<file path="config.mk">
export PLATFORM = sky130hd
export DESIGN_NAME = gpio_wb_irq
export DESIGN_NICKNAME = d
export VERILOG_FILES = /design/src/rtl/gpio_wb_irq_pkg.sv /design/src/rtl/gpio_wb_irq_sync.sv /design/src/rtl/gpio_wb_irq.sv
export SDC_FILE = /design/constraint.sdc
export NUM_CORES = 1
export LEC_CHECK = 0
export BUFFER_PORTS_ARGS = -buffer_cell sky130_fd_sc_hd__buf_2
export CAP_MARGIN = 25
export CORE_MARGIN = 5
export CORE_UTILIZATION = 63
export CTS_BUF_LIST = sky130_fd_sc_hd__clkbuf_8
export CTS_CLUSTER_DIAMETER = 40
export CTS_CLUSTER_SIZE = 8
export DETAILED_ROUTE_END_ITERATION = 10
export HOLD_SLACK_MARGIN = 0.1
export PLACE_DENSITY = 0.87
export SYNTH_ARGS = -nofsm -noshare
export SYNTH_HDL_FRONTEND = slang
export SYNTH_SLANG_ARGS = --single-unit
</file>
<file path="constraint.sdc">
create_clock -name i_clk -period 4 [get_ports i_clk]
set_clock_uncertainty 0.1 [all_clocks]
set_input_delay 0.8 -clock i_clk [delete_from_list [all_inputs] [get_ports i_clk]]
set_output_delay 0.8 -clock i_clk [all_outputs]
set_load 0.01 [all_outputs]
</file>
<file path="src/rtl/gpio_wb_irq_pkg.sv">
// Shared Wishbone bundle definitions and GPIO register map for the
// peripheral interconnect. Firmware headers mirror the offsets below.

`ifndef GPIO_WB_IRQ_WB_DEFS
`define GPIO_WB_IRQ_WB_DEFS
// Master-to-slave bundle: {addr[31:0], data[31:0], sel[3:0], we, stb, cyc}
`define WB_M2S   logic [70:0]
// Slave-to-master bundle: {data[31:0], ack}
`define WB_S2M   logic [32:0]
`define WB_ADDR  70:39
`define WB_WDATA 38:7
`define WB_SEL   6:3
`define WB_WE    2
`define WB_STB   1
`define WB_CYC   0
`define WB_RDATA 32:1
`define WB_ACK   0
`endif

package gpio_wb_irq_pkg;

    localparam int WB_M2S_W = 71;
    localparam int WB_S2M_W = 33;

    // Byte offsets of the GPIO registers
    localparam logic [31:0] GPIO_DATA_OUT   = 32'h00;
    localparam logic [31:0] GPIO_DIR        = 32'h04;
    localparam logic [31:0] GPIO_DATA_IN    = 32'h08;
    localparam logic [31:0] GPIO_IRQ_EN     = 32'h0C;
    localparam logic [31:0] GPIO_IRQ_RISE   = 32'h10;
    localparam logic [31:0] GPIO_IRQ_FALL   = 32'h14;
    localparam logic [31:0] GPIO_IRQ_STATUS = 32'h18;
    localparam logic [31:0] GPIO_RESERVED   = 32'h1C;

    // A single flop is not a synchroniser
    localparam int SYNC_MIN_STAGES = 2;

    // Word index decoded from addr[4:2]
    typedef enum logic [2:0] {
        REG_DATA_OUT   = 3'd0,
        REG_DIR        = 3'd1,
        REG_DATA_IN    = 3'd2,
        REG_IRQ_EN     = 3'd3,
        REG_IRQ_RISE   = 3'd4,
        REG_IRQ_FALL   = 3'd5,
        REG_IRQ_STATUS = 3'd6,
        REG_RSVD       = 3'd7
    } gpio_reg_e;

    // Expand Wishbone byte selects into a 32-bit bit mask
    function automatic logic [31:0] lane_mask(input logic [3:0] sel);
        return {{8{sel[3]}}, {8{sel[2]}}, {8{sel[1]}}, {8{sel[0]}}};
    endfunction

endpackage

</file>
<file path="src/rtl/gpio_wb_irq_sync.sv">
// Multi-flop synchroniser for asynchronous pad inputs. Generic width so the
// UART RX pin can reuse it.

module gpio_sync
    import gpio_wb_irq_pkg::*;
#(
    parameter int WIDTH  = 1,
    parameter int STAGES = 2
) (
    input  logic             i_clk,
    input  logic             i_rstn,
    input  logic [WIDTH-1:0] i_async,
    output logic [WIDTH-1:0] o_sync
);

    // Depth is clamped so a mis-set parameter never yields a single flop
    localparam int DEPTH = (STAGES < SYNC_MIN_STAGES) ? SYNC_MIN_STAGES : STAGES;

    logic [WIDTH-1:0] sync_p [DEPTH];

    // Shift the pad value through the flop chain
    always_ff @(posedge i_clk or negedge i_rstn) begin
        if (!i_rstn) begin
            for (int s = 0; s < DEPTH; s++) begin
                sync_p[s] <= '0;
            end
        end else begin
            sync_p[0] <= i_async;
            for (int s = 1; s < DEPTH; s++) begin
                sync_p[s] <= sync_p[s-1];
            end
        end
    end

    assign o_sync = sync_p[DEPTH-1];

endmodule

</file>
<file path="src/rtl/gpio_wb_irq.sv">
// Wishbone-slave GPIO controller: output/direction registers, synchronised
// inputs, per-pin rise/fall interrupts with write-1-to-clear status and a
// single level interrupt line. Every access is acked one cycle later.

module gpio_wb_irq
    import gpio_wb_irq_pkg::*;
#(
    parameter int          N_GPIO      = 32,
    parameter int          SYNC_STAGES = 2,
    parameter logic [31:0] RST_OUT     = 32'h0,
    parameter logic [31:0] RST_DIR     = 32'h0
) (
    input  logic              i_clk,
    input  logic              i_rstn,
    input  `WB_M2S            i_m2s_wb,
    output `WB_S2M            o_s2m_wb,
    input  logic [N_GPIO-1:0] i_gpio,
    output logic [N_GPIO-1:0] o_gpio,
    output logic [N_GPIO-1:0] o_gpio_oe,
    output logic              o_irq
);

    // Bits above N_GPIO are never stored, so they read back as 0
    localparam logic [31:0] PIN_MASK = (N_GPIO >= 32) ? 32'hFFFF_FFFF
                                                      : ((32'h1 << N_GPIO) - 32'h1);

    function automatic logic [31:0] merge(input logic [31:0] old_val,
                                          input logic [31:0] new_val,
                                          input logic [31:0] mask);
        return (old_val & ~mask) | (new_val & mask);
    endfunction

    logic [31:0] wb_addr;
    logic [31:0] wb_wdata;
    logic [3:0]  wb_sel;
    logic        wb_we;
    logic        wb_stb;
    logic        wb_cyc;
    logic        unused_addr;

    assign wb_addr     = i_m2s_wb[`WB_ADDR];
    assign wb_wdata    = i_m2s_wb[`WB_WDATA];
    assign wb_sel      = i_m2s_wb[`WB_SEL];
    assign wb_we       = i_m2s_wb[`WB_WE];
    assign wb_stb      = i_m2s_wb[`WB_STB];
    assign wb_cyc      = i_m2s_wb[`WB_CYC];
    assign unused_addr = ^{wb_addr[31:5], wb_addr[1:0]};

    logic        ack_p1;
    logic [31:0] rd_data_p1;
    logic [31:0] rd_mux;
    logic        req;
    logic        wr_req;
    logic [31:0] wmask;
    gpio_reg_e   reg_sel;

    logic [31:0] data_out_q;
    logic [31:0] dir_q;
    logic [31:0] irq_en_q;
    logic [31:0] irq_rise_q;
    logic [31:0] irq_fall_q;
    logic [31:0] status_q;
    logic        irq_q;

    logic [N_GPIO-1:0] sync_in;
    logic [31:0]       sync_ext;
    logic [31:0]       prev_q;
    logic [31:0]       rise;
    logic [31:0]       fall;
    logic [31:0]       set_bits;
    logic [31:0]       w1c_mask;

    // A pending ack blocks a second request in the same access
    assign req     = wb_stb & wb_cyc & ~ack_p1;
    assign wr_req  = req & wb_we;
    assign wmask   = lane_mask(wb_sel) & PIN_MASK;
    assign reg_sel = gpio_reg_e'(wb_addr[4:2]);

    // ---- stage 0: pad synchroniser ----
    gpio_sync #(
        .WIDTH  (N_GPIO),
        .STAGES (SYNC_STAGES)
    ) u_sync (
        .i_clk   (i_clk),
        .i_rstn  (i_rstn),
        .i_async (i_gpio),
        .o_sync  (sync_in)
    );

    // Zero-extend the synchronised pins to register width
    always_comb begin
        sync_ext              = '0;
        sync_ext[N_GPIO-1:0]  = sync_in;
    end

    // ---- stage 1: edge detection against the previous sample ----
    // Remember last cycle's synchronised value for edge detection
    always_ff @(posedge i_clk or negedge i_rstn) begin
        if (!i_rstn) begin
            prev_q <= '0;
        end else begin
            prev_q <= sync_ext;
        end
    end

    assign rise     = sync_ext & ~prev_q;
    assign fall     = ~sync_ext & prev_q;
    assign set_bits = irq_en_q & ((rise & irq_rise_q) | (fall & irq_fall_q));
    assign w1c_mask = (wr_req && reg_sel == REG_IRQ_STATUS) ? (wb_wdata & wmask) : '0;

    // Configuration registers, byte-lane writes on the request edge
    always_ff @(posedge i_clk or negedge i_rstn) begin
        if (!i_rstn) begin
            data_out_q <= RST_OUT & PIN_MASK;
            dir_q      <= RST_DIR & PIN_MASK;
            irq_en_q   <= '0;
            irq_rise_q <= '0;
            irq_fall_q <= '0;
        end else if (wr_req) begin
            case (reg_sel)
                REG_DATA_OUT: data_out_q <= merge(data_out_q, wb_wdata, wmask);
                REG_DIR:      dir_q      <= merge(dir_q,      wb_wdata, wmask);
                REG_IRQ_EN:   irq_en_q   <= merge(irq_en_q,   wb_wdata, wmask);
                REG_IRQ_RISE: irq_rise_q <= merge(irq_rise_q, wb_wdata, wmask);
                REG_IRQ_FALL: irq_fall_q <= merge(irq_fall_q, wb_wdata, wmask);
                default:      ;
            endcase
        end
    end

    // Sticky status: a new edge wins over a simultaneous clear
    always_ff @(posedge i_clk or negedge i_rstn) begin
        if (!i_rstn) begin
            status_q <= '0;
        end else begin
            status_q <= (status_q & ~w1c_mask) | set_bits;
        end
    end

    // ---- stage 2: interrupt line, one cycle behind status ----
    // Level interrupt from enabled pending bits
    always_ff @(posedge i_clk or negedge i_rstn) begin
        if (!i_rstn) begin
            irq_q <= 1'b0;
        end else begin
            irq_q <= |(status_q & irq_en_q);
        end
    end

    // Read multiplexer over the current register values
    always_comb begin
        rd_mux = '0;
        case (reg_sel)
            REG_DATA_OUT:   rd_mux = data_out_q;
            REG_DIR:        rd_mux = dir_q;
            REG_DATA_IN:    rd_mux = sync_ext;
            REG_IRQ_EN:     rd_mux = irq_en_q;
            REG_IRQ_RISE:   rd_mux = irq_rise_q;
            REG_IRQ_FALL:   rd_mux = irq_fall_q;
            REG_IRQ_STATUS: rd_mux = status_q;
            default:        rd_mux = '0;
        endcase
    end

    // Registered one-cycle ack; read data is only non-zero alongside ack
    always_ff @(posedge i_clk or negedge i_rstn) begin
        if (!i_rstn) begin
            ack_p1     <= 1'b0;
            rd_data_p1 <= '0;
        end else begin
            ack_p1     <= req;
            rd_data_p1 <= req ? rd_mux : '0;
        end
    end

    assign o_s2m_wb[`WB_RDATA] = rd_data_p1;
    assign o_s2m_wb[`WB_ACK]   = ack_p1;
    assign o_gpio              = data_out_q[N_GPIO-1:0];
    assign o_gpio_oe           = dir_q[N_GPIO-1:0];
    assign o_irq               = irq_q;

endmodule

</file>
=== Word-level counts from Yosys, hierarchy flattened ===
Cells that the tools add are included.

* Output and inout port bits: 98
* Input bits: 105
* Register bits: 322

* Bitwise operators: 28
* Mux-type cells: 3
* Reductions and logical operators: 8
* Equal/unequal tests: 6

{| class="wikitable"
|+ Operators with widths
! kind !! count
|-
| $and A32 B32 Y32 || 13
|-
| $or A32 B32 Y32 || 7
|-
| $pmux W32 S7 || 1
|-
| $not A32 Y32 || 4
|-
| $mux W32 || 2
|-
| $reduce_or A32 Y1 || 1
|-
| $reduce_and A2 Y1 || 5
|-
| $eq A3 B3 Y1 const B || 3
|-
| $eq A3 B2 Y1 const B || 2
|-
| $and A1 B1 Y1 || 3
|-
| $eq A3 B1 Y1 const B || 1
|-
| $logic_not A3 Y1 || 1
|-
| $logic_and A1 B1 Y1 || 1
|-
| $not A1 Y1 || 1
|}

=== Logic depth before layout (Yosys ltp) ===
* Depth after elaboration: 8
* Gate-level depth with buffers: 7
* Depth with buffers taken out: 4

=== Hierarchy ===
Synthesis repeated with hierarchy kept, for this count alone.

* Cells, all modules: 942
* Area total of the unflattened synthesis: 12,996.2 um2

{| class="wikitable"
|+ By module, submodules not included
! module !! times used !! cells an instance !! area each (um2)
|-
| gpio_wb_irq || 1 || 846 || 11,154.4
|-
| gpio_sync || 1 || 96 || 1,841.8
|}

=== Worst setup path before layout ===
No wires, ideal clock.

* Kind: input port to flip-flop
* Start point: in i_m2s_wb[41] in the netlist's numbering
* End point: reg (tool-made name)
* Setup time: 0.125 ns
* Stages on the path: 6
* Path slack: 1.843 ns
* Data required time: 3.775 ns
* Arrival: 1.933 ns
* Cells stage by stage: buf_2 and2b_1 and2_1 buf_2 nand2_2 mux2_2

{| class="wikitable"
|+ RTL lines
! element !! RTL line !! RTL
|-
| start, declared || gpio_wb_irq.sv:15 || <nowiki>input `WB_M2S i_m2s_wb,</nowiki>
|}

=== Final worst setup path ===
* Start point: in i_m2s_wb[42] in the netlist's numbering
* End point: reg rd_data_p1[24]

* Cells in the longest elaborated chain, start to end: 3
* Elaborated cells between the ends (all ways): 9
* Those cells by class: eq/ne (6); mux (2); reduce/logical (1)

{| class="wikitable"
|+ Ends and longest elaborated chain
! element !! RTL line !! RTL
|-
| $eq A3 B3 Y1, or another cell as far along || gpio_wb_irq.sv:153 || <nowiki>case (reg_sel)</nowiki>
|-
| $pmux W32 S7 (*) || gpio_wb_irq.sv:153 ||
|-
| $mux W32 (*) || gpio_wb_irq.sv:172 || <nowiki>rd_data_p1 <= req ? rd_mux : '0;</nowiki>
|-
| end signal, assigned || gpio_wb_irq.sv:172 ||
|-
| end, declared || gpio_wb_irq.sv:50 || <nowiki>logic [31:0] rd_data_p1;</nowiki>
|}

Mark *: on every way between the ends. The rest lies on a longest branch, timed or not.
A chain may end at the register's enable or synchronous reset.

==> results.md <==
* Syn nets at 1015
* Final instance area at 14600 µm²
* Crit end category: flip-flop
* Final Hold Viols at 0
* Reg power frac at 56.9%
* Synth cell types at 30
* CP required at 4.35 ns
* Stages on worst setup path at 8
* CP max FO at 19
* Hold_ws at 0.195 ns
* Routability congestion estimate at 0.892
* Largest stage delay on the critical path at 0.45 ns
* Largest net degree at the start of global routing at 98
* Die Y at 152 µm
* Peak VDD IR at 0.000334 V
* PortBufs at 173
* WP data arrival at 2.80 ns
* CP most frequent cell: buf_4
* Critical R2R Launch: ack_p1
* Worst-path cell chain: buf_2 > inv_2 > buf_4 > nor3_4 > buf_4 > buf_4 > a22oi_1 > a31oi_1
* Core Region at 20100 µm²
* Setup crit start kind: primary input
* Depth of the worst register-to-register path at 4
* Slew Limit Headroom at 49.9%
* Via count at 8937
* Peak Freq at 408 MHz
* Hold_buf cts at 0
* Clock power share at 31.2%
* Layout Nets at 1213
* Setup_tns at 0 ns
* Synth Instances at 910
* Io pins at 203
* Clk slew on worst S/H paths at 0.06 ns
* Drt pass-1 iters at 5
* Yosys reg bits at 322
* Final antenna-violating net count at 0
* RSZ-0062 raised after global routing: no
* Sw Ratio at 26.2%
* Final setup vio count at 0
* Post-Syn Area at 12800 µm²
* Max-Cap Viols at 0
* CP Class: primary input to flip-flop
* Grt total ovfl at 0
* Drt via density at 6.46
* Clock H-tree levels at 2
* Worst Hold Class: primary input to async pin
* Detailed Route Iter0 Violations at 946
* Max clock buf depth at 3
* CTS Sinks at 322
* CP startpoint: i_m2s_wb[42]
* DIE AREA at 23200 µm²
* Max-slew violation count at 0
* Commonest non-fill, non-tap cell in the layout: dfrtp_1
* CP top delay family: buffers and inverters
* Row count at 52
* Root Driver: clkbuf_8
* Comb pwr share at 11.8%
* P&R area growth vs syn at 14.8%
* Actual slew at the worst max-slew pin at 0.751 ns
* Starting Density at 63.4%
* DR DRC count at 0
* Num CTS Buffers at 46
* Avg Inst Size Synth at 14.0 µm²
* Initial antenna violation count at 3
* Placed inst area at 14000 µm²
* Layout cells sized above 1 at 37.9%
* DR WL/cell at 23.2 µm
* Total GRT Usage at 27.8%
* Yosys warning count at 0
* Post-CTS sizing at 0
* Final Cycle Share at 61.2%
* Commonest non-fill, non-tap cells in the layout: 322 x dfrtp_1, 172 x buf_2, 155 x mux2_2, 80 x a22oi_1, 68 x nand2_1
* PwrDens at 469 nW/µm²
* Die width at 152 µm
* WP buf/inv at 5
* CTS tree: done
* Final HPWL DP at 21700 µm
* Net Sw Power at 1.80 mW
* Worst skew pair latency at 0.54 ns
* CP max stage cell: nor3_4
* Final worst path period need at 2.45 ns
* Int Pwr at 5.07 mW
* Postcts setup bufs at 0
* Status: finished clean
* Vias in the first global route at 9334
* Sequential share of the synthesized area at 63.2%
* Leak pwr at 7.00 nW
* Global-route wire length before repair at 51400 µm
* WL final at 32100 µm
-- area by class of cell --
cell class              instances  area (µm²)
flip-flops and latches        322        8060
fillers                      1259        5470
multi-input cells             544        4490
repair buffers                193        1060
clock buffers                  48         661
well taps                     270         338
clock inverters                 5        22.5
inverters                       1        3.75
diodes                          1        2.50
-- stage by stage --
stage                     setup WS [ns]  power [mW]  instances  utilization (%)
after CTS                          1.61        6.90       1383             72.8
after detailed placement           1.04        4.76       1330             69.4
after global routing               1.47        7.15       1383             72.8
final                              1.55        6.87       1384             72.8
after floorplan                    1.84        4.32        910                -
after global placement             1.07        4.70       1330             69.4
-- power groups by stage --
stage | Combinational, mW | Clock (mW) | Sequential [mW]
6_report | 0.812 | 2.15 | 3.91
5_1_grt | 0.889 | 2.31 | 3.95
4_1_cts | 0.817 | 2.18 | 3.90
3_5_place_dp | 0.809 | 0 | 3.95
3_3_place_gp | 0.776 | 0 | 3.93
2_1_floorplan | 0.426 | 0 | 3.89
-- cell usage after synthesis --
library cell    n  area share [%]
nand2_2        16            0.78
inv_2           1           0.029
a22o_1         32             2.2
nand4_1         4            0.20
and3b_1         1           0.069
nor3_2          2            0.16
buf_2          19            0.75
and2b_1         1           0.059
o22ai_1         1           0.049
nand3_2         4            0.31
nor2_1          1           0.029
and4b_1         1           0.078
a31oi_1        32             1.6
nand3b_1       32             1.9
nor2_2          1           0.049
mux2_2        155              14
and2_1          5            0.25
mux2_1         36             3.2
clkbuf_1       16            0.47
buf_4           8            0.47
nand3_1         1           0.039
a32oi_1        31             2.1
a22oi_1        80             4.7
o21ai_0        32             1.3
nand2_1        68             2.0
mux2i_1         1           0.078
or4_1           1           0.059
and3_1          5            0.25
dfrtp_1       322              63
nor3b_1         1           0.059
-- cell families after synthesis --
family	count (synthesis)	synth area share, %
compound gates	208	11.9
buf+inv	44	1.72
flops	322	63.2
mux	192	16.9
simple gates	144	6.27
-- per-layer routing --
layer	vias to the layer above	track usage, %	routed length, µm
li1	3823	-	-
met1	4529	37.0	12600
met2	493	45.0	15800
met3	86	6.76	2830
met4	6	10.0	947
met5	-	0	23
-- worst paths after layout --
kind	slack, ns	endpoint
max	1.55	rd_data_p1[24]
min	0.19	rd_data_p1[26]
max reg2reg	1.86	flip-flop
min reg2reg	0.25	u_sync.o_sync[29]
max in group asynchronous	2.70	u_sync.o_sync[7]
min in group i_clk	0.25	u_sync.o_sync[29]
No activity file was read; power rests on OpenSTA's default activity.
